--- src/rtl/regfile_wb_arbiter.sv ---
// Write-back arbiter: two per-source FIFOs (ALU, load unit) feeding the single
// register-file write port round-robin, with a pending-write hazard mask.
module regfile_wb_arbiter #(
    parameter int unsigned DEPTH = 2,
    parameter int unsigned XLEN  = 32
) (
    input  logic            clk,
    input  logic            reset,
    input  logic            alu_valid,
    output logic            alu_ready,
    input  logic [4:0]      alu_rd,
    input  logic [XLEN-1:0] alu_data,
    input  logic            mem_valid,
    output logic            mem_ready,
    input  logic [4:0]      mem_rd,
    input  logic [XLEN-1:0] mem_data,
    output logic            RegWrite,
    output logic [4:0]      Rd,
    output logic [XLEN-1:0] Write_data,
    output logic [31:0]     pend_mask,
    output logic            busy
);

    localparam int unsigned PW   = (DEPTH > 1) ? $clog2(DEPTH) : 1;
    localparam int unsigned CW   = PW + 1;
    localparam int unsigned NSRC = 2;

    typedef enum logic {G_ALU = 1'b0, G_MEM = 1'b1} grant_e;

    logic [NSRC-1:0] in_valid;
    logic [4:0]      in_rd   [NSRC];
    logic [XLEN-1:0] in_data [NSRC];

    logic [4:0]      rd_mem   [NSRC][DEPTH];
    logic [XLEN-1:0] data_mem [NSRC][DEPTH];

    logic [PW-1:0] wptr_q  [NSRC];
    logic [PW-1:0] wptr_d  [NSRC];
    logic [PW-1:0] rptr_q  [NSRC];
    logic [PW-1:0] rptr_d  [NSRC];
    logic [CW-1:0] count_q [NSRC];
    logic [CW-1:0] count_d [NSRC];

    grant_e          last_grant_q, last_grant_d;
    logic            regwrite_q, regwrite_d;
    logic [4:0]      rd_q, rd_d;
    logic [XLEN-1:0] wdata_q, wdata_d;

    logic [NSRC-1:0] ready, push, pop, nonempty;

    // Index 0 is the ALU, index 1 the load unit.
    assign in_valid   = {mem_valid, alu_valid};
    assign in_rd[0]   = alu_rd;
    assign in_rd[1]   = mem_rd;
    assign in_data[0] = alu_data;
    assign in_data[1] = mem_data;

    // Handshake, round-robin grant and next-state for pointers/outputs.
    always_comb begin
        ready        = '0;
        push         = '0;
        pop          = '0;
        nonempty     = '0;
        last_grant_d = last_grant_q;
        regwrite_d   = 1'b0;
        rd_d         = rd_q;
        wdata_d      = wdata_q;
        for (int s = 0; s < NSRC; s++) begin
            ready[s]    = count_q[s] < CW'(DEPTH);
            push[s]     = in_valid[s] & ready[s] & (in_rd[s] != 5'd0);
            nonempty[s] = count_q[s] != '0;
        end
        if (nonempty[0] && (!nonempty[1] || last_grant_q == G_MEM)) begin
            pop[0]       = 1'b1;
            last_grant_d = G_ALU;
        end else if (nonempty[1]) begin
            pop[1]       = 1'b1;
            last_grant_d = G_MEM;
        end
        for (int s = 0; s < NSRC; s++) begin
            if (pop[s]) begin
                regwrite_d = 1'b1;
                rd_d       = rd_mem[s][rptr_q[s]];
                wdata_d    = data_mem[s][rptr_q[s]];
            end
            wptr_d[s]  = wptr_q[s] + PW'(push[s]);
            rptr_d[s]  = rptr_q[s] + PW'(pop[s]);
            count_d[s] = count_q[s] + CW'(push[s]) - CW'(pop[s]);
        end
    end

    // Hazard mask: every live FIFO entry plus the write currently on the port.
    always_comb begin
        pend_mask = '0;
        for (int s = 0; s < NSRC; s++) begin
            for (int i = 0; i < DEPTH; i++) begin
                if (CW'(i) < count_q[s]) begin
                    pend_mask[rd_mem[s][rptr_q[s] + PW'(i)]] = 1'b1;
                end
            end
        end
        if (regwrite_q) begin
            pend_mask[rd_q] = 1'b1;
        end
    end

    // Payload storage needs no reset; validity comes from the counts.
    always_ff @(posedge clk) begin
        for (int s = 0; s < NSRC; s++) begin
            if (push[s]) begin
                rd_mem[s][wptr_q[s]]   <= in_rd[s];
                data_mem[s][wptr_q[s]] <= in_data[s];
            end
        end
    end

    always_ff @(posedge clk or posedge reset) begin
        if (reset) begin
            for (int s = 0; s < NSRC; s++) begin
                wptr_q[s]  <= '0;
                rptr_q[s]  <= '0;
                count_q[s] <= '0;
            end
            last_grant_q <= G_MEM;
            regwrite_q   <= 1'b0;
            rd_q         <= '0;
            wdata_q      <= '0;
        end else begin
            for (int s = 0; s < NSRC; s++) begin
                wptr_q[s]  <= wptr_d[s];
                rptr_q[s]  <= rptr_d[s];
                count_q[s] <= count_d[s];
            end
            last_grant_q <= last_grant_d;
            regwrite_q   <= regwrite_d;
            rd_q         <= rd_d;
            wdata_q      <= wdata_d;
        end
    end

    assign alu_ready  = ready[0];
    assign mem_ready  = ready[1];
    assign RegWrite   = regwrite_q;
    assign Rd         = rd_q;
    assign Write_data = wdata_q;
    assign busy       = (|nonempty) | regwrite_q;

endmodule

--- config.mk ---
export PLATFORM = sky130hd
export DESIGN_NAME = regfile_wb_arbiter
export DESIGN_NICKNAME = d
export VERILOG_FILES = /design/src/rtl/regfile_wb_arbiter.sv
export SDC_FILE = /design/constraint.sdc
export NUM_CORES = 1
export LEC_CHECK = 0
export ABC_AREA = 1
export CAP_MARGIN = 20
export CORE_ASPECT_RATIO = 0.5
export CORE_UTILIZATION = 54
export CTS_CLUSTER_SIZE = 24
export DETAILED_ROUTE_END_ITERATION = 12
export GPL_TIMING_DRIVEN = 0
export PLACE_DENSITY = 0.81
export SLEW_MARGIN = 25
export SYNTH_ARGS = -nofsm -noshare
export SYNTH_HDL_FRONTEND = slang
export SYNTH_SLANG_ARGS = --single-unit
export TNS_END_PERCENT = 5
--- constraint.sdc ---
create_clock -name clk -period 2.63 [get_ports clk]
set_input_delay 0.263 -clock clk [delete_from_list [all_inputs] [get_ports clk]]
set_output_delay 0.263 -clock clk [all_outputs]
set_load 0.005 [all_outputs]
==> results.txt <==
Status: finished with violations
Violated checks: setup timing
Final min period: 2757 ps
Comb power frac: 50.9%
Die height: 94.67 um
Leading area contributor after synthesis: edfxtp_1
DR pass1 iterations: 8
# setup viols final: 22
Share of cells above drive strength 1: 14.11%
Antenna viol nets, final: 0
Pins over their slew limit: 0
DR vias/cell: 5.559
Net load switching power: 6.397 mW
Initial antenna violation count: 0
Number of H-tree levels: 4
Pin count of the biggest net entering global routing: 48
Clock share of power: 17.0%
Sequential-to-total area share from yosys stat: 60.61%
Synth top area share: 47.92%
Setup_tns: -1560 ps
MaxCap Viol Count: 0
Port bufs: 150
Pint: 8.278 mW
Final WL: 27.88 mm
Core area: 16,600 um2
Synth-to-Final Area Change: 32.58%
Syn Std Cell Area: 9275 um2
First-pass GRT wire length: 43.00 mm
Number of diodes: 0
Avg Cell Area, Syn: 8.842 um2
Switch share: 43.59%
Filler instances: 1,164
Critical Path AT: 2490 ps
Synth cell types: 26
Worst slew pin tran: 656.7 ps
Placed Instances: 1,430
Largest cells by area after synthesis: edfxtp_1 48%, nor2_1 13%, dfrtp_1 12%
Via count: 8,155
Final hold slack: 278.3 ps
Final hold vios: 0
Clk_skew: 10.17 ps
PwrDens: 1193 nW/um2
RePlAce Congestion: 0.9668
Final setup margin: -127.2 ps
Hold-fix buffer count after cts: 0
Crit Path Class: reg2out
Startpoint Class: register
Yosys warns: 0
Clk root buf: clkbuf_16
# rows: 33
Initial Util: 55.88%
Yosys reg bits: 195
Pleak: 4.875 nW
Slew margin rel.: 56.22%
Final HPWL DP: 19.15 mm
Maximum vdd drop: 0.0007177 V
Die X: 187.3 um
Layout Cells excl Fill: 1,467
GRT Residual Overflow: 0
Nets: 1,313
Synthesized instance count: 1,049
DRC violation count after routing: 0
WL/cell: 19.01 um
Vias in the first global route: 7,925
Max FO, Critical Path: 10
Worst-path clk slew: 70 ps
FF-to-FF path depth: 12
Hold/Removal Path Class: in2async
CTS buffer count: 17
Worst endpoint required time: 2370 ps
Sequential power share: 32.0%
Mapped Nets: 1,135
Sink Count: 195
Max Buffers Root-to-Sink: 2
Crit. End Element: output port
F_max: 362.7 MHz
Die area: 17,740 um2
Period Utilization, post-route: 104.8%
CTS tree: built
Overall routing resource usage: 32.45%
RSZ-0062 raised after global routing: yes
Drt initial violations: 752
I/O pin cnt: 151
Worst-skew pair later-pin latency: 440 ps
## power by group through the flow
stage	registers [mW]	logic, mW	clock network [mW]
after global placement	4.69	6.27	0
after detailed placement	4.69	6.56	0
final	4.70	7.48	2.50
after global routing	4.75	8.13	2.62
after floorplan	4.62	3.67	0
after CTS	4.68	7.13	2.50
## logic make-up (layout without fill, tap and decap cells)
group | count (synthesis) | after routing | share of synthesized area, %
AO/OA/AOI/OAI | 80 | 80 | 5.099
XOR/XNOR | 6 | 6 | 0.5666
adder cells (fa/ha/maj) | 8 | 8 | 1.079
buffers and inverters | 86 | 277 | 4.006
flip-flops | 195 | 195 | 60.61
AND/OR/NAND/NOR | 674 | 674 | 28.64
## worst paths after layout
kind                                            from                         to  slack (ps)
setup reg to reg                count_q[3]$_DFF_PP0_       count_q[1]$_DFF_PP0_         210
setup / recovery                 rptr_q[0]$_DFF_PP0_               pend_mask[7]        -130
hold / removal                                 reset          Rd[1]$_DFFE_PP0P_         280
hold reg to reg            Write_data[1]$_DFFE_PP0P_  Write_data[1]$_DFFE_PP0P_         490
min in group clk                        alu_data[14]  data_mem[0][46]$_DFFE_PP_         400
max in group asynchronous                      reset        rptr_q[0]$_DFF_PP0_        1880
## cell usage after synthesis
master / number
a21oi_1: 9
a22oi_1: 4
buf_2: 27
buf_4: 2
buf_6: 1
clkbuf_1: 6
dfrtp_1: 46
dfstp_2: 1
edfxtp_1: 148
ha_1: 8
inv_1: 48
inv_2: 2
nand2_1: 271
nand2_2: 1
nand3_1: 83
nor2_1: 312
nor2_2: 1
nor2_4: 1
nor3_1: 2
o211ai_1: 1
o21ai_0: 39
o21ai_1: 3
o31ai_1: 24
or2_2: 3
xnor2_1: 2
xor2_1: 4
## worst max-delay path, stage by stage, from the launching register on
cell	delay, ps
dfrtp_2	480
buf_4	190
o21ai_1	240
nand2_2	140
nor2_4	150
buf_12	140
nand2_1	60
nand3_1	130
clkdlybuf4s50_1	520
## area by class of cell
| class | count | area [um2] | share of cell area, % |
|---|---|---|---|
| tap | 227 | 284.0 | 2.310 |
| buffer | 35 | 201.4 | 1.638 |
| clock inverter | 14 | 137.6 | 1.119 |
| inverter | 50 | 195.2 | 1.587 |
| clock buffer | 18 | 429.2 | 3.490 |
| multi-input combinational | 768 | 3762 | 30.60 |
| timing repair buffer | 160 | 1660 | 13.50 |
| sequential | 195 | 5627 | 45.76 |
## what timing repair did
action | 4_1_cts | 5_1_grt
setup buffers | 4 | 2
resized for setup | 87 | 45
setup endpoints to repair | 32 | 32
gates cloned | 0 | 0
pin swaps | 4 | 3
## state kept, by name, indices dropped and copies added (netlist names)
signal / cells
Rd: 5
data_mem: 128
Write_data: 32
wptr_q: 2
count_q: 4
last_grant_q: 1
rd_mem: 20
rptr_q: 2
RegWrite: 1
## placed cells by master (no fill, tap or decap), types with 7 or more instances in the layout
cell / Yosys / final
clkdlybuf4s50_1: 0 / 148
clkbuf_16: 0 / 17
nor2_1: 312 / 299
o21ai_0: 39 / 36
nand3_2: 0 / 21
clkbuf_1: 6 / 7
buf_2: 27 / 20
nor2_2: 1 / 12
buf_4: 2 / 8
nand2_1: 271 / 245
a21oi_1: 9 / 9
inv_2: 2 / 7
o31ai_1: 24 / 24
dfrtp_1: 46 / 42
nand2_4: 0 / 7
nand3_4: 0 / 16
inv_1: 48 / 40
nand2_2: 1 / 20
edfxtp_1: 148 / 148
nand3_1: 83 / 46
## through the flow
stage / setup slack [ps] / utilization (%) / area, um2 / power [mW]
3_5_place_dp: 84.08 / 67.24 / 11160 / 11.25
5_1_grt: -214.6 / 74.08 / 12300 / 15.50
2_1_floorplan: 565.7 / - / 9275 / 8.294
6_report: -127.2 / 74.08 / 12300 / 14.68
4_1_cts: -95.57 / 72.92 / 12100 / 14.31
3_3_place_gp: -370.4 / 66.64 / 11060 / 10.96
## layer usage
layer / vias to the layer above / GRT usage, % / wire length, um
met1: 3895 / 39.99 / 11060
met2: 404 / 57.71 / 14060
met3: 51 / 5.574 / 2089
li1: 3805 / - / -
met4: 0 / 13.32 / 682
met5: - / 0 / 0
Power figures use the tool's default switching activity.
